==> src/rtl/regfile_dump_pkg.sv <==
// Shared definitions for the 8x16 register file and its read-port users,
// including the dump walker's state encoding.
package regfile_dump_pkg;

    localparam int REG_DATA_W = 16;
    localparam int REG_ADDR_W = 3;
    localparam int REG_NUM    = 8;

    typedef enum logic [2:0] {
        IDLE  = 3'd0,
        FETCH = 3'd1,
        SEND  = 3'd2,
        DONE  = 3'd3,
        CSUM  = 3'd4
    } dump_state_t;

endpackage

==> src/rtl/regfile_dump_csum.sv <==
// Modular-sum accumulator over streamed data words.
// Clear has priority over add.
module regfile_dump_csum
    import regfile_dump_pkg::*;
#(
    parameter int DATA_W = REG_DATA_W
) (
    input  logic              clk,
    input  logic              rst_bar,
    input  logic              clear,
    input  logic              add,
    input  logic [DATA_W-1:0] din,
    output logic [DATA_W-1:0] value
);

    logic [DATA_W-1:0] acc;

    always_ff @(posedge clk) begin
        if (!rst_bar) begin
            acc <= '0;
        end else if (clear) begin
            acc <= '0;
        end else if (add) begin
            acc <= acc + din;
        end
    end

    assign value = acc;

endmodule

==> src/rtl/regfile_dump.sv <==
// Register-file dump walker: reads a wrapping index range through one read
// port and streams each value on valid/ready. Optional trailing checksum
// word when REGFILE_DUMP_CHECKSUM_EN is defined.
module regfile_dump
    import regfile_dump_pkg::*;
#(
    parameter int DATA_W = REG_DATA_W,
    parameter int ADDR_W = REG_ADDR_W
) (
    input  logic              clk,
    input  logic              rst_bar,
    input  logic              start,
    input  logic [ADDR_W-1:0] first_reg,
    input  logic [ADDR_W-1:0] last_reg,
    output logic [ADDR_W-1:0] rf_addr,
    input  logic [DATA_W-1:0] rf_data,
    output logic              out_valid,
    input  logic              out_ready,
    output logic [DATA_W-1:0] out_data,
    output logic [ADDR_W-1:0] out_idx,
    output logic              out_last,
    output logic              busy,
    output logic              done
);

    dump_state_t       state;
    dump_state_t       state_next;
    logic [ADDR_W-1:0] ptr;
    logic [ADDR_W-1:0] last_q;
    logic [DATA_W-1:0] data_q;
    logic [ADDR_W-1:0] idx_q;
    logic              last_flag_q;
    logic              handshake;
    logic              at_last;
    logic              start_ok;

    assign handshake = out_valid & out_ready;
    assign at_last   = (ptr == last_q);
    assign start_ok  = (state == IDLE) && start;
    assign rf_addr   = ptr;

`ifdef REGFILE_DUMP_CHECKSUM_EN
    logic [DATA_W-1:0] csum_value;

    regfile_dump_csum #(
        .DATA_W (DATA_W)
    ) u_csum (
        .clk     (clk),
        .rst_bar (rst_bar),
        .clear   (start_ok),
        .add     ((state == SEND) && handshake),
        .din     (data_q),
        .value   (csum_value)
    );
`endif

    always_ff @(posedge clk) begin
        if (!rst_bar) begin
            state <= IDLE;
        end else begin
            state <= state_next;
        end
    end

    // Pointer and captured word; each register is sampled at its own FETCH edge
    always_ff @(posedge clk) begin
        if (!rst_bar) begin
            ptr         <= '0;
            last_q      <= '0;
            data_q      <= '0;
            idx_q       <= '0;
            last_flag_q <= 1'b0;
        end else begin
            case (state)
                IDLE: begin
                    if (start) begin
                        ptr    <= first_reg;
                        last_q <= last_reg;
                    end
                end
                FETCH: begin
                    data_q <= rf_data;
                    idx_q  <= ptr;
`ifdef REGFILE_DUMP_CHECKSUM_EN
                    last_flag_q <= 1'b0;
`else
                    last_flag_q <= at_last;
`endif
                end
                SEND: begin
                    if (handshake && !at_last) begin
                        ptr <= ptr + ADDR_W'(1);
                    end
                end
                default: ;
            endcase
        end
    end

    always_comb begin
        state_next = state;
        case (state)
            IDLE:  if (start) state_next = FETCH;
            FETCH: state_next = SEND;
            SEND: begin
                if (handshake) begin
`ifdef REGFILE_DUMP_CHECKSUM_EN
                    state_next = at_last ? CSUM : FETCH;
`else
                    state_next = at_last ? DONE : FETCH;
`endif
                end
            end
            DONE:  state_next = IDLE;
`ifdef REGFILE_DUMP_CHECKSUM_EN
            CSUM:  if (handshake) state_next = DONE;
`endif
            default: state_next = IDLE;
        endcase
    end

    always_comb begin
        busy      = (state != IDLE);
        done      = (state == DONE);
        out_valid = (state == SEND);
        out_data  = data_q;
        out_idx   = idx_q;
        out_last  = last_flag_q;
`ifdef REGFILE_DUMP_CHECKSUM_EN
        if (state == CSUM) begin
            out_valid = 1'b1;
            out_data  = csum_value;
            out_idx   = '0;
            out_last  = 1'b1;
        end
`endif
    end

endmodule
==> config.mk <==
export PLATFORM = sky130hd
export DESIGN_NAME = regfile_dump
export DESIGN_NICKNAME = d
export VERILOG_FILES = /design/src/rtl/regfile_dump_pkg.sv /design/src/rtl/regfile_dump_csum.sv /design/src/rtl/regfile_dump.sv
export SDC_FILE = /design/constraint.sdc
export NUM_CORES = 1
export LEC_CHECK = 0
export CAP_MARGIN = 5
export CORE_UTILIZATION = 40
export CTS_CLUSTER_DIAMETER = 150
export DETAILED_ROUTE_END_ITERATION = 8
export HOLD_SLACK_MARGIN = 0.06
export PLACE_DENSITY = 0.78
export SETUP_SLACK_MARGIN = 0.1
export SLEW_MARGIN = 25
export SYNTH_ARGS = -nofsm -noshare
export SYNTH_HDL_FRONTEND = slang
export SYNTH_SLANG_ARGS = --single-unit
==> constraint.sdc <==
create_clock -name clk -period 1.7 [get_ports clk]
set_input_delay 0.34 -clock clk [delete_from_list [all_inputs] [get_ports clk]]
set_output_delay 0.34 -clock clk [all_outputs]
set_load 0.02 [all_outputs]
==> results of run 1 <==
-- routing by layer --
layer	up-vias	global-route usage	wire [microns]
li1	569	-	-
met1	495	0.232	1220
met2	34	0.346	1300
met3	4	0.0361	140
met4	2	0.0897	30
met5	-	0	9
-- power groups by stage --
| stage | clock network, mW | registers, mW | logic [mW] |
|---|---|---|---|
| 2_1_floorplan | 0 | 0.785 | 0.138 |
| 4_1_cts | 0.447 | 0.733 | 0.330 |
| 6_report | 0.436 | 0.735 | 0.330 |
| 5_1_grt | 0.471 | 0.742 | 0.358 |
| 3_3_place_gp | 0 | 0.746 | 0.349 |
| 3_5_place_dp | 0 | 0.749 | 0.356 |
-- cells in the final DEF, fill, tap and decap left out, drive strengths merged --
master         instances
nor2                   2
nand3                  3
nand3b                 1
a31oi                  1
and2                   3
clkbuf                 4
buf                    7
nor4bb                 1
a21o                   1
xnor2                  3
nor2b                  1
a211o                  2
nand2b                 2
dfxtp                 28
dlygate4sd2           24
a31o                   1
nand4                  1
nand2                 47
ha                     1
a311oi                 1
a221oi                 1
o21ai                  1
a21oi                 27
bufinv                 1
inv                    4
clkdlybuf4s50         25
-- path summary, 6_finish.rpt --
kind	endpoint	slack, ns	cells after the start	startpoint
min	out_data[5]	0.46	2	out_data[5]
max	busy	0.13	3	state[1]
min reg2reg	out_data[5]	0.46	2	out_data[5]
max reg2reg	rf_addr[2]	0.22	5	rf_addr[0]
-- Yosys cell counts --
cell | instances | area (sq um)
nor2_1 | 2 | 7.51
xnor2_1 | 3 | 26.3
nand3_1 | 3 | 15.0
inv_1 | 3 | 11.3
dfxtp_1 | 28 | 561
and2_1 | 3 | 18.8
nand4_1 | 1 | 6.26
a21o_1 | 1 | 7.51
nand3b_1 | 1 | 7.51
nand2_1 | 47 | 176
a221oi_1 | 1 | 8.76
a31o_4 | 1 | 17.5
a211o_2 | 1 | 10.0
nor2b_1 | 1 | 6.26
a21oi_1 | 27 | 135
o21ai_0 | 1 | 5.00
a211o_1 | 1 | 8.76
nand2b_1 | 2 | 12.5
ha_1 | 1 | 12.5
nor4bb_1 | 1 | 10.0
a311oi_1 | 1 | 8.76
a31oi_1 | 1 | 6.26
inv_2 | 1 | 3.75
clkbuf_1 | 6 | 22.5
-- through the flow --
step | hold slack (ns) | util
after global routing | 0.488 | 0.668
after global placement | 0.441 | 0.658
after floorplan | 0.449 | -
after detailed placement | 0.446 | 0.658
after CTS | 0.464 | 0.668
final | 0.463 | 0.668
-- cells by family (layout without fill, tap and decap cells) --
kind of cell | count (synthesis) | count (layout)
and+or+nand+nor | 61 | 61
xor gates and xnor gates | 3 | 3
buffers and inverters | 10 | 65
DFF | 28 | 28
AOI/OAI and AO/OA | 35 | 35
adders and majority gates | 1 | 1
-- sequential cells by signal (all words and copies together), names as in the netlist --
| signal | cells |
|---|---|
| out_idx | 3 |
| rf_addr | 3 |
| state | 2 |
| last_q | 3 |
| out_last | 1 |
| out_data | 16 |
-- final cells by class --
type | count | area (sq um)
clock inverters | 1 | 30.0
repair buffers | 57 | 515
clock buffers | 3 | 22.5
flip-flops and latches | 28 | 566
well taps | 30 | 37.5
multi-input cells | 100 | 514
inverters | 4 | 15.0
fillers | 227 | 845
-- worst reg2reg max path, cell delays in order, from the launching register on --
cell      delay (ns)
dfxtp_1         0.48
ha_1            0.22
nor4bb_1        0.29
a21oi_1         0.07
a211o_2         0.30
o21ai_0         0.06
-- what timing repair did --
action | CTS | global route
pin swaps | 0 | 0
setup endpoints to repair | 26 | 3
setup buffers | 0 | 0
gates resized for setup | 29 | 7
==> impl_metrics.ini, run 1 <==
[outcome]
status = finished, final reports clean

[timing]
rsz0062_at_grt = true
drv_slew = 0
max_freq_mhz = 639
setup_ws_ns = 0.135
fin_skew_ns = 0.00231
hold_viol = 0
max_slew_margin = 0.713
fin_crit_ns = 1.57
setup_violations = 0
min_period_over_period = 0.921
setup_tns_ns = 0
worst_pin_slew_ns = 0.429

[yosys]
synth_seq_cells = 28
ys_seq_area_frac = 0.507
synthMuxAreaShare = 0
syn_nets = 165
syn_area_sq_um = 1100
yosys_warnings = 0
synth_compound_area_frac = 0.188
synthAdderAreaFrac = 0.0113
synth.distinct_cells = 24
syn_inst = 138
syn_area_per_cell_sq_um = 8.01
synth-simple-area-share = 0.236
synth_top_family_by_area = simple AND/OR/NAND/NOR gates
synth_xor_area_frac = 0.0238

[grt]
grt_pass1_vias = 987
grt-ovfl-total = 0
grt_max_degree = 27
grt_use_total = 0.198
grt_first_pass_wirelength_mm = 4.17
grt_antenna_before_repair = 0

[layout]
drive_above_1_share = 0.0933
final_cell_area_sq_um = 1700
layout.nets = 221
antennaDiodeCount = 0
final-instance-count-excl-fill = 223
area_growth_pct = 53.9

[worst_setup_path]
cp-end-kind = output pin
crit_path_start_kind = register
cp.required_ns = 1.36
crit_slowest_cell = dfxtp_2
cp_data_arrival_time_ns = 1.23
critPathBufInv = 2
crit_chain = nor2_4 > inv_1 > dlygate4sd2_1
max_stage_delay_ns = 0.39
critical-path-top-delay-family = flip-flops
crit_fanout = 7
path_class = register to output pin

[route]
wire_per_inst_microns = 12.1
vias = 1104
drc = 0
antenna_left = 0
routed_via_density = 4.95
drtIter0Drc = 17
wl_mm = 2.70
firstDrtPassIters = 4

[die]
core_region_area_sq_um = 2540
dieArea_sq_um = 2980
die_w_microns = 54.6
start_util = 0.434
ios = 52
dieHeight_microns = 54.6
num_rows = 18

[cts]
cts_sinks = 28
clk_latency_ns = 0.33
cts_max_level = 1
cts-root-buf = clkbuf_4
cts_hold_buf = 0
cts_buffers = 3
clockBufferDepth = 2
cts_tree = done
clkTransAtPathRegs_ns = 0.14

[placed_design]
gp_congestion = 0.788
dp_cells = 219
postPlaceCellArea_sq_um = 1680
dpl.hpwl_mm = 1.98
port_buffers = 51
place_worst_setup_slack_ns = -0.0161

[power]
combPwrFrac = 0.220
clockPowerShare = 0.290
power.sequential.fraction = 0.490
ir_drop_v = 0.000578
p_int_mw = 1.09
total_power_mw = 1.50
leakagePower_nw = 0.742
swShare = 0.271
p_switching_mw = 0.406
power.density_nw_per_um2 = 882

[flow_run]
cap_viol_max_count = 0

[hold_path]
hp-class = register to register
(Power assumes the default switching activity.)
==> inputs of run 2 (changes only) <==
Settings changed: CAP_MARGIN 5 to 40.
==> results of run 2 <==
Final layout, timing and power as in run 1 (identical DEF).
==> inputs of run 3 (changes only) <==
Settings changed: CORE_MARGIN set to 1.5, SLEW_MARGIN 25 to 10.
==> run 3 against run 2 <==
Net effect: worst setup slack improved by 0.013 ns; clock power hardly changed; combinational power grew 4%; sequential power barely moved; cell count increased by 0.90%; via count increased by 4.5%; flip-flop and latch count unchanged; critical path type unchanged; routed wire length grew 8.9%; non-clock buffer count up 2; critical endpoint unchanged; sequential share of layout area decreased by 0.29 points; clock-buffer cell count stayed put; die area increased by 3.7%; highest routed layer is now met4.
==> impl_metrics.ini, run 3 (synthesized netlist as in run 1, its figures left out) <==
[grt]
grt_first_pass_wirelength_mm = 4.81
grt_use_total = 0.193
grt-ovfl-total = 0
grt_antenna_before_repair = 0
grt_pass1_vias = 1103
grt_max_degree = 17

[worst_setup_path]
crit_path_start_kind = register
critPathLaunch = state[1]
max_stage_delay_ns = 0.39
cp_data_arrival_time_ns = 1.21
path_class = register to output pin
worst-path-stages = 3
crit_chain = nor2_4 > inv_1 > dlygate4sd2_1
crit_fanout = 5
crit_slowest_cell = dfxtp_4
cp-end-kind = output pin
endpoint = busy
r2r_setup_slack_ns = 0.23
r2r-start = rf_addr[0]
critical-path-top-delay-family = flip-flops
critPathBufInv = 2
r2r_end = rf_addr[2]
cp.required_ns = 1.36
reg2reg_depth = 5

[power]
total_power_mw = 1.51
leakagePower_nw = 0.752
power.density_nw_per_um2 = 881
ir_drop_v = 0.000548

[route]
routed_via_density = 5.13
antenna_left = 0
drtIter0Drc = 16
wl_met3_microns = 144
wl_mm = 2.94
met2WireLength_mm = 1.56
wl_met1_mm = 1.18
top_layer = met4
firstDrtPassIters = 4
drc = 0
wire_per_inst_microns = 13.1
vias = 1154

[timing]
drv_slew = 0
fin_skew_ns = 0.00538
hold_viol = 0
min_period_over_period = 0.913
setup_ws_ns = 0.148
worst_pin_slew_ns = 0.366
max_freq_mhz = 644
rsz0062_at_grt = false
max_slew_margin = 0.754
whs_ns = 0.464
fin_crit_ns = 1.55
setup_tns_ns = 0
setup_violations = 0

[placed_design]
place_worst_setup_slack_ns = -0.00693
postPlaceCellArea_sq_um = 1680
dp_cells = 220
port_buffers = 51
dpl.hpwl_mm = 2.15
gp_congestion = 0.778

[layout]
final-instance-count-excl-fill = 225
fill_cells = 242
layout_common_cells = nand2_1 (47), a21oi_1 (27), dfxtp_1 (26), clkdlybuf4s50_1 (25), dlygate4sd2_1 (24)
largest_register_ffs = 16
final_cell_area_sq_um = 1720
area_growth_pct = 55.3
layout.nets = 223
final_common_cell = nand2_1
antennaDiodeCount = 0
multi_input_area_sq_um = 514
area.sequential_sq_um = 566
drive_above_1_share = 0.103
final_util = 0.674

[cts]
clockBufferDepth = 2
cts_buffers = 3
cts-root-buf = clkbuf_4
cts_tree = done
cts_sinks = 28
clk_latency_ns = 0.33
clkTransAtPathRegs_ns = 0.15
cts_max_level = 1

[die]
die_w_microns = 55.6
dieHeight_microns = 55.6
num_rows = 18
start_util = 0.434
dieArea_sq_um = 3090
ios = 52
core_region_area_sq_um = 2540

[flow_run]
cap_viol_max_count = 0

[hold_path]
hp-class = register to register

[outcome]
status = finished, final reports clean
## run 3: cell count changes in the layout (fill, tap and decap cells not counted), sizes merged
| cell | before | now |
|---|---|---|
| clkbuf | 4 | 5 |
| buf | 7 | 8 |
## run 3: worst reg2reg max path: stages (launching register included)
cell      delay, ns
dfxtp_1        0.47
ha_1           0.21
nor4bb_1       0.29
a21oi_1        0.07
a211o_2        0.30
o21ai_0        0.06
## run 3: cell type report
cell class	instances	area share
Clock buffer	3	0.0131
Clock inverter	1	0.0175
Inverter	4	0.00875
Multi-Input combinational cell	100	0.300
Sequential cell	28	0.330
Tap cell	30	0.0219
Timing Repair Buffer	59	0.309
## run 3: repair_timing
action / in CTS / in global routing
gates resized for setup: 29 / 6
endpoints found under the setup margin: 26 / 3
hold buffers: 0 / 0
buffers inserted: 0 / 1
## run 3: how the worst min path moves through the flow
stage / startpoint / to / slack (ns) / cells past startpoint
floorplan: last_q[0] / last_q[0] / 0.45 / 2
global placement: out_data[4] / out_data[4] / 0.44 / 2
detailed placement: out_data[11] / out_data[11] / 0.45 / 2
CTS: out_data[0] / out_data[0] / 0.47 / 2
global route: out_data[4] / out_data[4] / 0.48 / 2
finish: out_data[0] / out_data[0] / 0.46 / 2
## run 3: layer usage
metal | GRT usage | up-vias
met3 | 0.0398 | 6
met4 | 0.0801 | 0
met2 | 0.352 | 36
li1 | - | 573
met5 | 0 | -
met1 | 0.215 | 539
## run 3: power breakdown
part	total (mW)	internal [mW]	switching, mW
registers	0.735	0.700	0.0347
logic	0.343	0.160	0.183
clock network	0.434	0.239	0.195
total	1.51	1.10	0.413
